===== src/rtl/fetch_sequencer_if.sv =====
// Instruction-memory fetch handshake between the fetch sequencer (master)
// and instruction memory (slave).
interface fetch_sequencer_if;
  logic        im_req;
  logic [31:0] im_addr;
  logic        im_ack;
  logic [31:0] im_rdata;

  modport master (
    output im_req,
    output im_addr,
    input  im_ack,
    input  im_rdata
  );

  modport slave (
    input  im_req,
    input  im_addr,
    output im_ack,
    output im_rdata
  );
endinterface


===== src/rtl/fetch_sequencer.sv =====
// Fetch sequencer for the five-stage MIPS pipeline: owns the PC, drives the
// instruction-memory handshake and loads the F/D register, honouring one delay slot.
module fetch_sequencer #(
  parameter logic [31:0] RESET_PC = 32'h0000_3000
) (
  input  logic                     clk,
  input  logic                     reset,
  input  logic                     stall,
  input  logic                     redirect,
  input  logic [31:0]              redirect_pc,
  fetch_sequencer_if.master        imem,
  output logic                     ifd_valid,
  output logic [31:0]              ifd_instr,
  output logic [31:0]              ifd_pc8
);

  typedef enum logic [1:0] {
    IDLE  = 2'd0,
    FETCH = 2'd1,
    HOLD  = 2'd2
  } state_t;

  state_t      state;
  logic        req_q;
  logic [31:0] pc;
  logic        pend_valid;
  logic [31:0] pend_pc;
  logic [31:0] hold_instr;
  logic [31:0] hold_pc;

  logic        load_fetch;
  logic        load_hold;
  logic        enter;
  logic        take_redirect;
  logic [31:0] next_pc;

  function automatic logic [31:0] pc_offset(input logic [31:0] base,
                                            input logic [31:0] off);
    return base + off;
  endfunction

  always_comb begin
    load_fetch    = (state == FETCH) && imem.im_ack && !stall;
    load_hold     = (state == HOLD) && !stall;
    enter         = load_fetch || load_hold;
    take_redirect = redirect && !stall;
    // A redirect seen while the delay slot was outstanding wins over a fresh one.
    if (pend_valid) begin
      next_pc = pend_pc;
    end else if (take_redirect) begin
      next_pc = redirect_pc;
    end else begin
      next_pc = pc_offset(pc, 32'd4);
    end
  end

  assign imem.im_req  = req_q;
  assign imem.im_addr = pc;

  always_ff @(posedge clk) begin
    if (reset) begin
      state      <= IDLE;
      req_q      <= 1'b0;
      pc         <= RESET_PC;
      pend_valid <= 1'b0;
      pend_pc    <= 32'd0;
      hold_instr <= 32'd0;
      hold_pc    <= 32'd0;
      ifd_valid  <= 1'b0;
      ifd_instr  <= 32'd0;
      ifd_pc8    <= 32'd0;
    end else begin
      // The PC only advances when an instruction actually lands in F/D.
      if (enter) begin
        pc         <= next_pc;
        pend_valid <= 1'b0;
      end else if (take_redirect) begin
        pend_valid <= 1'b1;
        pend_pc    <= redirect_pc;
      end

      case (state)
        IDLE: begin
          ifd_valid <= 1'b0;
          ifd_instr <= 32'd0;
          ifd_pc8   <= 32'd0;
          state     <= FETCH;
          req_q     <= 1'b1;
        end

        FETCH: begin
          if (imem.im_ack) begin
            if (!stall) begin
              ifd_valid <= 1'b1;
              ifd_instr <= imem.im_rdata;
              ifd_pc8   <= pc_offset(pc, 32'd8);
            end else begin
              // Memory will not replay the word, so park it until the stall clears.
              hold_instr <= imem.im_rdata;
              hold_pc    <= pc;
              state      <= HOLD;
              req_q      <= 1'b0;
            end
          end else if (!stall) begin
            ifd_valid <= 1'b0;
            ifd_instr <= 32'd0;
            ifd_pc8   <= 32'd0;
          end
        end

        HOLD: begin
          if (!stall) begin
            ifd_valid <= 1'b1;
            ifd_instr <= hold_instr;
            ifd_pc8   <= pc_offset(hold_pc, 32'd8);
            state     <= FETCH;
            req_q     <= 1'b1;
          end
        end

        default: begin
          state <= IDLE;
          req_q <= 1'b0;
        end
      endcase
    end
  end

endmodule


===== src/flat_wrapper.sv =====
// flat-port wrapper written by rule: the top's interface ports become plain ports
module fetch_sequencer_flat 
#(
  parameter logic [31:0] RESET_PC = 32'h0000_3000
)
  (clk, reset, stall, redirect, redirect_pc, ifd_valid, ifd_instr, ifd_pc8, imem_im_req, imem_im_addr, imem_im_ack, imem_im_rdata);
  fetch_sequencer_if imem_i ();
  input  logic clk;
  input  logic reset;
  input  logic stall;
  input  logic redirect;
  input  logic [31:0] redirect_pc;
  output logic ifd_valid;
  output logic [31:0] ifd_instr;
  output logic [31:0] ifd_pc8;
  output wire logic [$bits(imem_i.im_req)-1:0] imem_im_req;
  output wire logic [$bits(imem_i.im_addr)-1:0] imem_im_addr;
  input wire logic [$bits(imem_i.im_ack)-1:0] imem_im_ack;
  input wire logic [$bits(imem_i.im_rdata)-1:0] imem_im_rdata;
  assign imem_im_req = imem_i.im_req;
  assign imem_im_addr = imem_i.im_addr;
  assign imem_i.im_ack = imem_im_ack;
  assign imem_i.im_rdata = imem_im_rdata;
  fetch_sequencer #(.RESET_PC(RESET_PC)) u_core (.clk(clk), .reset(reset), .stall(stall), .redirect(redirect), .redirect_pc(redirect_pc), .imem(imem_i), .ifd_valid(ifd_valid), .ifd_instr(ifd_instr), .ifd_pc8(ifd_pc8));
endmodule

===== config.mk =====
export PLATFORM = sky130hd
export DESIGN_NAME = fetch_sequencer_flat
export DESIGN_NICKNAME = d
export VERILOG_FILES = /design/src/rtl/fetch_sequencer_if.sv /design/src/rtl/fetch_sequencer.sv /design/src/flat_wrapper.sv
export SDC_FILE = /design/constraint.sdc
export NUM_CORES = 1
export LEC_CHECK = 0
export ABC_AREA = 0
export BUFFER_PORTS_ARGS = -buffer_cell sky130_fd_sc_hd__clkbuf_2
export CAP_MARGIN = 15
export CORE_ASPECT_RATIO = 0.7
export CORE_UTILIZATION = 40
export CTS_BUF_LIST = sky130_fd_sc_hd__clkbuf_4 sky130_fd_sc_hd__clkbuf_8
export CTS_CLUSTER_SIZE = 24
export DETAILED_ROUTE_END_ITERATION = 7
export MAX_ROUTING_LAYER = met4
export PLACE_DENSITY = 0.64
export SYNTH_ARGS = -nofsm -noshare
export SYNTH_HDL_FRONTEND = slang
export SYNTH_SLANG_ARGS = --single-unit

===== constraint.sdc =====
create_clock -name clk -period 2.43 [get_ports clk]
set_clock_uncertainty 0.2 [all_clocks]
set_input_delay 0 -clock clk [delete_from_list [all_inputs] [get_ports clk]]
set_output_delay 0 -clock clk [all_outputs]
set_load 0.01 [all_outputs]

==> results.sh <==
export IMPL_port_buffers=166
export IMPL_timing_rr_end="u_core.ifd_pc8[27]$_SDFFE_PP0P_"
export IMPL_startpoint_type="flop"
export IMPL_cp_arrival_ns=2.53
export IMPL_finalNetCount=1581
export IMPL_ys_async_sr_fraction_pct=0
export IMPL_synth_edff_count=0
export IMPL_gp_congestion=0.890
export IMPL_synth_nets=1356
export IMPL_cts_tree="built"
export IMPL_via_per_inst=5.47
export IMPL_rows=47
export IMPL_grt_pass1_vias=8953
export IMPL_slew_headroom_pct=54.9
export IMPL_ios=167
export IMPL_clk_pin_slew_ns=0.10
export IMPL_dp_hpwl_um=21500
export IMPL_clk_latency_ns=0.49
export IMPL_first_pass_iters=5
export IMPL_r2r_cells=7
export IMPL_cts_sinks=197
export IMPL_powerDensity_nw_per_um2=557
export IMPL_vias=10044
export IMPL_finalCritPeriodShare_pct=96.9
export IMPL_reg2reg_from="u_core.state[1]$_SDFFE_PP0P_"
export IMPL_fin_crit_ns=2.36
export IMPL_leakage_nw=4.54
export IMPL_end_kind="flop"
export IMPL_grt_max_degree=142
export IMPL_start_util_pct=40.7
export IMPL_root_buffer="clkbuf_8"
export IMPL_wl_per_cell_um=17.4
export IMPL_fp_dieW_um=187
export IMPL_fmax_ghz=0.425
export IMPL_required_ns=2.61
export IMPL_n_antenna_cell=0
export IMPL_area_growth_syn_to_layout_pct=28.5
export IMPL_tns_ns=0
export IMPL_place_ws_ns=0.0648
export IMPL_core_region_area_um2=23600
export IMPL_synth_area_per_cell_um2=7.52
export IMPL_irDropWorstVdd_v=0.000324
export IMPL_synth_ff_type="dfxtp_1"
export IMPL_routed_wl_um=32000
export IMPL_min_path_cells=4
export IMPL_hp_class="in2reg"
export IMPL_grt_usage_pct=26.4
export IMPL_setup_ws_ns=0.0746
export IMPL_cp_max_fo=21
export IMPL_antenna_found_initial=0
export IMPL_setup_viol=0
export IMPL_netlist_instances=1280
export IMPL_worst_slew_pin_slew_ns=0.677
export IMPL_hold_violations=0
export IMPL_design_area_um2=12400
export IMPL_die_y_um=132
export IMPL_rrSetupSlack_ns=0.07
export IMPL_yosysSeqAreaShare_pct=41.0
export IMPL_overflow=0
export IMPL_ant_nets=0
export IMPL_drive_gt1_share_pct=20.2
export IMPL_crit_type="reg2reg"
export IMPL_slew_viol_final=0
export IMPL_synth_seq_cells=197
export IMPL_ys_warn_count=0
export IMPL_cts_buffers=17
export IMPL_grt_pass1_wl_um=50400
export IMPL_drc_errors=0
export IMPL_fillers=2341
export IMPL_dieArea_um2=24700
export IMPL_maxCapViolations=0
export IMPL_cts_max_path_buffers=2
export IMPL_outcome="finished, final reports clean"
export IMPL_setup_worst_path_end="u_core.ifd_pc8[27]$_SDFFE_PP0P_"
export IMPL_htree_levels=4
export IMPL_synth_area_um2=9630
export IMPL_drtIter0Drc=1050
export IMPL_synth_distinct_cells=54
export IMPL_placed_area_um2=11200
export IMPL_critPathLaunch="u_core.state[1]$_SDFFE_PP0P_"
==> final cells by class <==
type	count	area [um^2]	area share (%)
multi-input combinational	954	5250	42.4
sequential	197	3950	31.9
timing repair buffer	321	2330	18.9
tap	318	398	3.22
clock buffer	20	263	2.12
clock inverter	12	131	1.06
inverter	14	52.6	0.425
==> synth_stat cells, drive strengths merged, types with 9 or more instances <==
master | instances | share of area (%)
nand2 | 302 | 12
dfxtp | 197 | 41
a21oi | 166 | 8.6
clkbuf | 98 | 3.8
nand3 | 64 | 3.3
nor2 | 63 | 2.5
o21ai | 47 | 2.4
a22o | 37 | 3.4
xnor2 | 35 | 3.2
nor3 | 33 | 1.7
nand4 | 26 | 1.8
xor2 | 19 | 1.7
buf | 17 | 0.81
a211oi | 15 | 1.2
inv | 14 | 0.55
nor4 | 14 | 0.91
a22oi | 12 | 0.94
or4 | 10 | 0.78
and3 | 9 | 0.58
==> critical path: stages (launching register included) <==
cell,delay [ns]
dfxtp_1,0.39
inv_1,0.08
ha_1,0.26
o21ai_0,0.33
and2_1,0.31
nor2_1,0.10
buf_12,0.20
a221o_2,0.37
==> worst min path at each step <==
stage | start | endpoint
2_1_floorplan | redirect_pc[25] | u_core.pend_pc[25]$_SDFFE_PP0P_
3_3_place_gp | redirect_pc[12] | u_core.pend_pc[12]$_SDFFE_PP0P_
3_5_place_dp | redirect_pc[11] | u_core.pend_pc[11]$_SDFFE_PP0P_
4_1_cts | redirect | u_core.imem.im_addr[10]$_SDFFE_PP0P_
5_1_grt | redirect | u_core.imem.im_addr[10]$_SDFFE_PP0P_
6_report | redirect | u_core.imem.im_addr[10]$_SDFFE_PP0P_
==> power breakdown <==
part	switching, mW	internal [mW]	leakage, nW	total [mW]
clock network	1.20	0.962	0.192	2.16
registers	0.0801	3.33	1.59	3.41
logic	0.817	0.499	2.76	1.32
==> stage by stage <==
stage	std cells	hold WS [ns]	power, mW	util [%]
CTS	1834	0.0383	6.89	52.0
global placement	1735	0.0382	4.67	47.5
floorplan	1280	-0.0640	4.17	-
finish	1836	0.0785	6.89	52.3
global route	1836	0.0552	7.20	52.3
detailed placement	1735	0.0435	4.68	47.5
==> flip-flops by register name, indices dropped and copies added (netlist names) <==
register,count
u_core.hold_instr,32
u_core.hold_pc,32
u_core.ifd_instr,32
u_core.ifd_pc8,32
u_core.ifd_valid,1
u_core.imem.im_addr,32
u_core.imem.im_req,1
u_core.pend_pc,32
u_core.pend_valid,1
u_core.state,2
==> per-layer routing <==
layer  routed length, um  global-route usage [%]
met5                   0                       -
met3                2630                    4.45
met2               12800                    34.6
met4                 244                    5.47
met1               16300                    41.2
==> what timing repair did <==
| action | in CTS | in global routing |
|---|---|---|
| endpoints found under the hold margin | 174 | 0 |
| buffers inserted | 0 | 1 |
| setup endpoints to repair | 0 | 17 |
| hold buffers | 67 | 0 |
| gates resized for setup | 0 | 8 |
==> cell usage in the layout (no fill, tap or decap), types with 19 or more instances in the layout <==
master and count:
buf_4 76, o21ai_0 46, dlygate4sd3_1 67, nor3_1 31
a21oi_1 165, clkbuf_2 165, xor2_1 19, xnor2_1 35
nand3_1 63, nor2_1 60, nand4_1 25, dfxtp_1 196
a22o_1 37, nand2_1 301
==> kinds of logic after synthesis <==
kind of cell	Yosys count	share of synthesized area, %
buf+inv	129	5.17
mux	4	0.429
compound gates	346	22.5
simple gates	543	25.1
xor+xnor	54	4.91
fa+ha+maj	7	0.910
flops	197	41.0
Power figures use the tool's default switching activity.
